<file path="config.mk">
export PLATFORM = sky130hd
export DESIGN_NAME = debug_cmd_rx
export DESIGN_NICKNAME = d
export VERILOG_FILES = /design/src/rtl/debug_pkg.sv /design/src/rtl/uart_rx.sv /design/src/rtl/debug_cmd_rx.sv
export SDC_FILE = /design/constraint.sdc
export NUM_CORES = 1
export LEC_CHECK = 0
export CORE_ASPECT_RATIO = 0.5
export CORE_MARGIN = 3
export CORE_UTILIZATION = 57
export DETAILED_ROUTE_END_ITERATION = 12
export PLACE_DENSITY = 0.91
export SKIP_CTS_REPAIR_TIMING = 1
export SLEW_MARGIN = 10
export SYNTH_ARGS = -nofsm -noshare
export SYNTH_HDL_FRONTEND = slang
export SYNTH_SLANG_ARGS = --single-unit
</file>
<file path="constraint.sdc">
create_clock -name clk -period 2.7 [get_ports clk]
set_input_delay 0.405 -clock clk [delete_from_list [all_inputs] [get_ports clk]]
set_output_delay 0.405 -clock clk [all_outputs]
set_load 0.02 [all_outputs]
</file>
<file path="src/rtl/debug_pkg.sv">
// Shared definitions for the serial debug link: command characters, FSM
// encodings and ASCII hex conversion helpers.
package debug_pkg;

   localparam logic [7:0] CMD_HALT = 8'h48;  // 'H'
   localparam logic [7:0] CMD_CONT = 8'h43;  // 'C'
   localparam logic [7:0] CMD_STEP = 8'h53;  // 'S'
   localparam logic [7:0] CMD_BP   = 8'h42;  // 'B'
   localparam logic [7:0] CMD_CLR  = 8'h58;  // 'X'
   localparam logic [7:0] CR       = 8'h0D;
   localparam logic [7:0] LF       = 8'h0A;
   localparam logic [7:0] SPACE    = 8'h20;

   typedef enum logic [1:0] {
      R_IDLE,
      R_START,
      R_DATA,
      R_STOP
   } rx_state_t;

   typedef enum logic [1:0] {
      P_IDLE,
      P_ADDR,
      P_TERM
   } parse_state_t;

   typedef struct packed {
      logic       valid;
      logic [3:0] nibble;
   } hex_nibble_t;

   // Accepts 0-9, A-F and a-f; anything else returns valid=0.
   function automatic hex_nibble_t hex_to_nibble(input logic [7:0] c);
      hex_nibble_t r;
      logic [7:0]  d;
      r = '0;
      d = '0;
      if (c >= 8'h30 && c <= 8'h39) begin
         d = c - 8'h30;
         r.valid = 1'b1;
      end else if (c >= 8'h41 && c <= 8'h46) begin
         d = c - 8'h37;
         r.valid = 1'b1;
      end else if (c >= 8'h61 && c <= 8'h66) begin
         d = c - 8'h57;
         r.valid = 1'b1;
      end
      r.nibble = d[3:0];
      return r;
   endfunction

   function automatic logic [7:0] nibble_to_hex(input logic [3:0] n);
      return (n < 4'd10) ? (8'h30 + {4'h0, n}) : (8'h37 + {4'h0, n});
   endfunction

endpackage

</file>
<file path="src/rtl/uart_rx.sv">
// 8N1 UART receiver: two-flop synchronizer, mid-bit sampling FSM, one-clock
// byte_valid / frame_err pulses.
module uart_rx
   import debug_pkg::*;
#(
   parameter int CLKS_PER_BIT = 868
) (
   input  logic       clk,
   input  logic       reset_n,
   input  logic       i_rx,
   output logic [7:0] o_byte,
   output logic       o_byte_valid,
   output logic       o_frame_err
);

   localparam int             CW     = $clog2(CLKS_PER_BIT);
   localparam logic [CW-1:0]  C_LAST = CW'(CLKS_PER_BIT - 1);
   localparam logic [CW-1:0]  C_HALF = CW'(CLKS_PER_BIT / 2);

   rx_state_t     r_state;
   logic          r_rx_meta;
   logic          r_rx_sync;
   logic          r_seen_high;
   logic [CW-1:0] r_cnt;
   logic [2:0]    r_bit;
   logic [7:0]    r_shift;
   logic          r_byte_valid;
   logic          r_frame_err;

   // NOTE: every register here is assigned with <= so all of them update
   // together from the values present before the edge.
   always_ff @(posedge clk or negedge reset_n) begin
      if (!reset_n) begin
         r_rx_meta    <= 1'b0;
         r_rx_sync    <= 1'b0;
         r_seen_high  <= 1'b0;
         r_state      <= R_IDLE;
         r_cnt        <= '0;
         r_bit        <= '0;
         r_shift      <= '0;
         r_byte_valid <= 1'b0;
         r_frame_err  <= 1'b0;
      end else begin
         r_rx_meta    <= i_rx;
         r_rx_sync    <= r_rx_meta;
         r_byte_valid <= 1'b0;
         r_frame_err  <= 1'b0;
         // A line still held low out of reset must not look like a start bit.
         if (r_rx_sync) r_seen_high <= 1'b1;

         case (r_state)
            R_IDLE: begin
               if (r_seen_high && !r_rx_sync) begin
                  r_state <= R_START;
                  r_cnt   <= '0;
               end
            end
            R_START: begin
               if (r_cnt == C_HALF) begin
                  r_cnt   <= '0;
                  r_bit   <= '0;
                  r_state <= r_rx_sync ? R_IDLE : R_DATA;
               end else begin
                  r_cnt <= r_cnt + 1'b1;
               end
            end
            R_DATA: begin
               if (r_cnt == C_LAST) begin
                  r_cnt   <= '0;
                  r_shift <= {r_rx_sync, r_shift[7:1]};
                  if (r_bit == 3'd7) r_state <= R_STOP;
                  else               r_bit   <= r_bit + 1'b1;
               end else begin
                  r_cnt <= r_cnt + 1'b1;
               end
            end
            R_STOP: begin
               if (r_cnt == C_LAST) begin
                  r_cnt   <= '0;
                  r_state <= R_IDLE;
                  if (r_rx_sync) r_byte_valid <= 1'b1;
                  else           r_frame_err  <= 1'b1;
               end else begin
                  r_cnt <= r_cnt + 1'b1;
               end
            end
            default: r_state <= R_IDLE;
         endcase
      end
   end

   assign o_byte       = r_shift;
   assign o_byte_valid = r_byte_valid;
   assign o_frame_err  = r_frame_err;

endmodule

</file>
<file path="src/rtl/debug_cmd_rx.sv">
// Debug link command receiver: decodes H/C/S/X/Bhhhh commands from the UART
// and drives halt/step plus a single address breakpoint.
module debug_cmd_rx
   import debug_pkg::*;
#(
   parameter int CLKS_PER_BIT = 868
) (
   input  logic        clk,
   input  logic        reset_n,
   input  logic        rx,
   input  logic [15:0] addr,
   output logic        halt,
   output logic        step,
   output logic [15:0] bp_addr,
   output logic        bp_valid,
   output logic        cmd_err
);

   logic [7:0]   w_byte;
   logic         w_byte_valid;
   logic         w_frame_err;
   hex_nibble_t  w_hex;
   logic         w_is_eol;
   logic         w_hit;

   parse_state_t r_pstate;
   logic [1:0]   r_nib_cnt;
   logic [15:0]  r_shadow;
   logic         r_halt;
   logic         r_step;
   logic [15:0]  r_bp_addr;
   logic         r_bp_valid;
   logic         r_cmd_err;
   logic         r_match;
   logic         r_match_d;

   uart_rx #(
      .CLKS_PER_BIT (CLKS_PER_BIT)
   ) u_uart_rx (
      .clk          (clk),
      .reset_n      (reset_n),
      .i_rx         (rx),
      .o_byte       (w_byte),
      .o_byte_valid (w_byte_valid),
      .o_frame_err  (w_frame_err)
   );

   assign w_hex    = hex_to_nibble(w_byte);
   assign w_is_eol = (w_byte == CR) || (w_byte == LF);
   // Only the rising edge halts, so 'C' while parked on the breakpoint sticks.
   assign w_hit    = r_match && !r_match_d;

   always_ff @(posedge clk or negedge reset_n) begin
      if (!reset_n) begin
         r_pstate   <= P_IDLE;
         r_nib_cnt  <= '0;
         r_shadow   <= '0;
         r_halt     <= 1'b0;
         r_step     <= 1'b0;
         r_bp_addr  <= '0;
         r_bp_valid <= 1'b0;
         r_cmd_err  <= 1'b0;
         r_match    <= 1'b0;
         r_match_d  <= 1'b0;
      end else begin
         r_step    <= 1'b0;
         r_cmd_err <= 1'b0;
         r_match   <= r_bp_valid && (addr == r_bp_addr);
         r_match_d <= r_match;

         if (w_frame_err) begin
            r_cmd_err <= 1'b1;
            r_pstate  <= P_IDLE;
         end else if (w_byte_valid) begin
            case (r_pstate)
               P_IDLE: begin
                  case (w_byte)
                     CMD_HALT: r_halt     <= 1'b1;
                     CMD_CONT: r_halt     <= 1'b0;
                     CMD_STEP: r_step     <= r_halt;
                     CMD_CLR:  r_bp_valid <= 1'b0;
                     CMD_BP: begin
                        r_pstate  <= P_ADDR;
                        r_nib_cnt <= '0;
                     end
                     CR, LF, SPACE: begin
                     end
                     default:  r_cmd_err  <= 1'b1;
                  endcase
               end
               P_ADDR: begin
                  if (w_hex.valid) begin
                     r_shadow  <= {r_shadow[11:0], w_hex.nibble};
                     r_nib_cnt <= r_nib_cnt + 1'b1;
                     if (r_nib_cnt == 2'd3) r_pstate <= P_TERM;
                  end else begin
                     r_cmd_err <= 1'b1;
                     r_pstate  <= P_IDLE;
                  end
               end
               P_TERM: begin
                  if (w_is_eol) begin
                     r_bp_addr  <= r_shadow;
                     r_bp_valid <= 1'b1;
                  end else begin
                     r_cmd_err  <= 1'b1;
                  end
                  r_pstate <= P_IDLE;
               end
               default: r_pstate <= P_IDLE;
            endcase
         end

         // Placed last so a breakpoint hit overrides a 'C' in the same cycle.
         if (w_hit) r_halt <= 1'b1;
      end
   end

   assign halt     = r_halt;
   assign step     = r_step;
   assign bp_addr  = r_bp_addr;
   assign bp_valid = r_bp_valid;
   assign cmd_err  = r_cmd_err;

endmodule

</file>
# After elaboration in Yosys (flattened, before gate mapping)
# Cells that the tools add are included.
[totals]
memories = 0
regBits = 70
input_bits = 19
romBits = 0
word_cells = 146
mem_bits_rw = 0
latch_bits = 0
[classes]
muxes = 54
bitwise_logic = 1
n_addsub = 6
n_lt_le_gt_ge = 6
multipliers = 0
n_eq_ne = 31
div = 0
shifts = 0
n_reduce_logical = 29
[op_table]
columns = ["cell", "count"]
rows = [
  ["$eq A8 B7 Y1 const B", 5],
  ["$mux W10", 3],
  ["$pmux W10 S3", 1],
  ["$mux W2", 13],
  ["$mux W1", 24],
  ["$eq A16 B16 Y1", 1],
  ["$eq A8 B4 Y1 const B", 2],
  ["$ge A8 B7 Y1 const B", 2],
  ["$le A8 B7 Y1 const B", 2],
  ["$reduce_and A4 Y1", 4],
  ["$reduce_and A5 Y1", 3],
  ["$ne A2 B1 Y1 const B", 7],
  ["$mux W4", 3],
  ["$reduce_bool A2 Y1", 6],
  ["$add A10 B1 Y10 const B", 1],
  ["$eq A10 B10 Y1 const B", 1],
  ["$eq A10 B9 Y1 const B", 1],
  ["$mux W3", 3],
  ["$eq A2 B2 Y1 const B", 4],
  ["$eq A8 B6 Y1 const B", 1],
  ["$ge A8 B6 Y1 const B", 1],
  ["$le A8 B6 Y1 const B", 1],
  ["$ne A2 B2 Y1 const B", 4],
  ["$pmux W2 S2", 2],
  ["22 further kinds", 32],
]

# Depth between registers and ports, before layout
[depth]
ltp_word = 9
mapped_depth = 7
depth_no_buf = 6

# Cells and area by module
# A second synthesis with hierarchy kept.
[unflattened]
cells_unflattened = 308
hier_area_um2 = 3593.4
[modules_own_cells]
columns = ["module", "cells_per_inst", "area_each_um2", "seq_area_each_um2", "instances"]
rows = [
  ["debug_cmd_rx", 182, 2233.4, 1051.0, 1],
  ["uart_rx", 126, 1360.1, 700.7, 1],
]

# Worst setup path after synthesis
# OpenSTA, ideal clock, no wires.
[synth_timing]
kind = "flip-flop to flip-flop"
startpoint = "register u_uart_rx.r_shift[0] (netlist: u_uart_rx.o_byte[0])"
endpoint = "register r_shadow[0]"
period_less_slack_ns = 2.031
setup_ns = 0.125
arrival_time_ns = 1.906
path_buffers = 1
stages_incl_launch_ff = 8
path_slack_ns = 0.669
t_required_ns = 2.575
path_cell_list = "dfrtp_1 -> inv_1 -> ha_1 -> inv_1 -> o311a_4 -> o211ai_4 -> buf_6 -> mux2_4"
[synth_via]
elab_chain_len = 6
elab_cells_between_ends = 19
classes_between = "add/sub: 3; order compare: 6; mux: 6; reduce/logical: 4"
[synth_lines]
columns = ["element", "line_no", "source"]
rows = [
  ["start, declared", "uart_rx.sv:26", "logic [7:0] r_shift;"],
  ["start signal, assigned", "uart_rx.sv:70", "r_shift <= {r_rx_sync, r_shift[7:1]};"],
  ["$ge A8 B7 Y1 or $le A8 B7 Y1 (tied branches)", "debug_pkg.sv:44", "end else if (c >= 8'h61 && c <= 8'h66) begin"],
  ["$logic_and A1 B1 Y1", "debug_pkg.sv:44", ""],
  ["$mux W1", "debug_pkg.sv:44", ""],
  ["$mux W1", "debug_pkg.sv:41", "end else if (c >= 8'h41 && c <= 8'h46) begin"],
  ["$mux W1", "debug_pkg.sv:38", "if (c >= 8'h30 && c <= 8'h39) begin"],
  ["$reduce_and A4 Y1 (no source line)", "--", ""],
  ["end signal, assigned", "debug_cmd_rx.sv:93", "r_shadow <= {r_shadow[11:0], w_hex.nibble};"],
  ["end, declared", "debug_cmd_rx.sv:28", "logic [15:0] r_shadow;"],
]
# Parallel ways exist; a longest one is shown, timed or not.
# A chain may end at the register's enable or synchronous reset.

# Worst setup path after layout
[layout_timing]
startpoint = "register u_uart_rx.r_shift[1] (netlist: u_uart_rx.o_byte[1])"
endpoint = "register r_shadow[12]"
[layout_via]
elab_chain_len = 6
elab_cells_between_ends = 13
classes_between = "order compare: 6; mux: 3; reduce/logical: 4"
[layout_lines]
columns = ["element", "line_no"]
rows = [
  ["$ge A8 B7 Y1 or $le A8 B7 Y1 (tied branches)", "debug_pkg.sv:44"],
  ["$logic_and A1 B1 Y1", "debug_pkg.sv:44"],
  ["$mux W1", "debug_pkg.sv:44"],
  ["$mux W1", "debug_pkg.sv:41"],
  ["$mux W1 *", "debug_pkg.sv:38"],
  ["$reduce_and A4 Y1 (no source line) *", "--"],
]
# Mark *: on every way between the ends. The rest lies on a longest branch, timed or not.

==> impl_metrics.toml <==
[run_status]
status = "complete, no violations"

[worst_setup_path]
crit_arrival_ns = 2.73
cp_common_cell = "inv_1"
critPathLaunchType = "flop"
cp_data_required_time_ns = 2.92
crit_family = "compound AO/OA/AOI/OAI gates"
path_max_fanout = 16
worstSetupPathType = "flop to flop"
startpoint = "u_uart_rx.o_byte[1]"
worstReg2RegStart = "u_uart_rx.o_byte[1]"
endpoint_kind = "flop"
slowest_stage = "o211ai_4"
crit_buf_inv = 2
crit_chain = "inv_1 > ha_1 > inv_1 > o311a_4 > o211ai_4 > mux2_2"
max_stage_delay_ns = 0.56

[drt]
totalWireLength_mm = 8.65
antenna_left = 0
drt-initial-drc-count = 238
wire_per_inst_um = 19.4
vias = 2715
first_pass_iters = 5
via_per_inst = 6.09
drc = 0

[yosys]
synth-edff-count = 0
yosysWarningCount = 0
synthDistinctLibCells = 66
async_flop_share_pct = 100
syn_inst = 311
yosysTopAreaCellShare_pct = 47.0
netlist_area_um2 = 3720
synthTopCellsByArea = "dfrtp_1 (47%), mux2_4 (7.7%), mux2_2 (5.7%), xnor2_1 (3.3%), ha_1 (3.0%)"
ys_ff_latch = 70
syn-num-nets = 339
synth_ff_type = "dfrtp_1"
yosysTopAreaCell = "dfrtp_1"
seq_area_frac_synth_pct = 47.0
syn_avg_cell_area_um2 = 12.0

[global_routing]
grt_pass1_wl_mm = 14.3
grt_usage_pct = 24.4
antenna_found_initial = 0
grt_start_max_net_pins = 71
globalRouteOverflowTotal = 0
grt_pass1_vias = 2704

[sta]
post-route-period-util_pct = 92.8
finalClockSkew_ns = 0.00977
grt_setup_unrepaired = "no"
fin_setup_tns_ns = 0
tightest_slew_ns = 0.868
setup_viol = 0
finalMaxSlewViolations = 0
fin_hold_ws_ns = 0.261
hold_viol_final = 0
fmax_ghz = 0.399
slew-limit-headroom_pct = 42.1
min_period_ns = 2.50

[clocking]
cts_buffer_depth = 2
clock_latency_ns = 0.34
h-tree-depth = 3
numCtsBuffers = 9
clkTransAtPathRegs_ns = 0.06
cts_tree = "yes"
cts.sinks = 70
cts_root_buf = "clkbuf_16"

[flow_run]
cap_violations = 0

[floorplanning]
die_h_um = 63.2
row_count = 20
dieArea_um2 = 7600
fp.dieW_um = 120
initial_core_util_pct = 60.0
core_um2 = 6210
io-pin-count = 39

[power]
p_leak_nw = 1.95
power_density_nw_per_um2 = 555
peakVddDrop_mv = 0.292

[final_layout]
final_common_cell = "dfrtp_1"
drive_gt1_share_pct = 21.8
fin_util_pct = 71.6
antenna_cells = 0
area_growth_pct = 19.3
final_cell_mix = "dfrtp_1 (70), clkdlybuf4s50_1 (37), inv_1 (19), mux2_2 (19), mux2_4 (19)"
layout.nets = 381

[min_path]
hp-class = "input port to async pin"

[place]
gp_congestion = 0.859
hpwl_mm = 5.71
io_buffers = 38
[report_power, final]
group | leakage, nW | switching, mW | internal [mW]
clock network | 0.132 | 0.466 | 0.650
registers | 0.956 | 0.0577 | 1.09
logic | 0.866 | 0.111 | 0.0916
total | 1.95 | 0.635 | 1.83
[flip-flops by register name (all words and copies together), names as in the netlist, 2 cells and up, named ones only]
signal	count
bp_addr	16
r_nib_cnt	2
r_pstate	2
r_shadow	16
u_uart_rx.o_byte	8
u_uart_rx.r_bit	3
u_uart_rx.r_cnt	10
[final timing paths]
kind,end,slack [ns],cells after the start
min in group clk,u_uart_rx.r_rx_sync,0.35,0
max in group asynchronous,r_nib_cnt[1],1.87,2
setup reg to reg,r_shadow[12],0.20,6
setup / recovery,r_shadow[12],0.20,6
hold reg to reg,u_uart_rx.r_rx_sync,0.35,0
hold / removal,bp_addr[4],0.26,2
[layer usage]
metal	part of all wire (%)	vias to the layer above	wire length, um	track usage [%]
met4	1.7	0	147	5.79
li1	-	1231	-	-
met2	47	133	4100	41.5
met1	41	1332	3580	29.3
met3	9.5	19	821	10.1
met5	0	-	0	0
[per-stage QoR]
stage                     area, um^2  worst slack [ns]  total power [mW]  cells
after CTS                       4450             0.239              2.48    446
after floorplan                 3720             0.669              1.27    311
after global placement          4160             0.435              1.35    430
after global routing            4450            0.0991              2.56    446
after detailed placement        4160             0.300              1.36    430
final                           4450             0.196              2.47    446
[area by class of cell]
type,count,area (um^2)
clock inverters,6,45.0
fillers,359,1760
well taps,88,110
multi-input cells,211,1820
repair buffers,42,405
clock buffers,10,239
flip-flops and latches,70,1750
inverters,19,71.3
[synth_stat cells, types with 2 or more instances]
library cell   n
and3_1         4
or3b_1         2
nor2_1         5
o211ai_1       5
or3b_2         2
nor4_2         2
o22ai_1        2
o2bb2ai_1      2
a21oi_1        4
ha_1           9
mux2_1         2
o31ai_1        2
nor2b_1        3
nor3_1         4
a21boi_0       2
buf_2          2
mux2_4        19
o21ai_0       13
a31oi_1        6
clkbuf_1       3
xor2_1         4
nand3_1        9
dfrtp_1       70
nand3b_1       3
mux2i_1        3
nand2b_1       5
a22o_1         3
inv_1         19
o21ai_1        3
a211o_1        2
nand2_1       15
or2_2          3
nand4_1        6
xnor2_1       14
o21bai_1       2
o2111ai_1      2
buf_6          4
nor4_1         5
mux2_2        19
[worst reg2reg max path: stages (launching register included)]
cell,delay (ns)
dfrtp_1,0.45
inv_1,0.14
ha_1,0.30
inv_1,0.12
o311a_4,0.42
o211ai_4,0.56
mux2_2,0.42
[logic make-up (layout without fill, tap and decap cells)]
group	after synthesis	after routing	share of synthesized area (%)
AND/OR/NAND/NOR	82	82	14.8
XOR/XNOR	18	18	4.23
buffers and inverters	30	77	4.03
AO/OA/AOI/OAI	59	59	12.1
multiplexers	43	43	14.8
adder cells (fa/ha/maj)	9	9	3.02
flip-flops	70	70	47.0
Power figures use the tool's default switching activity.
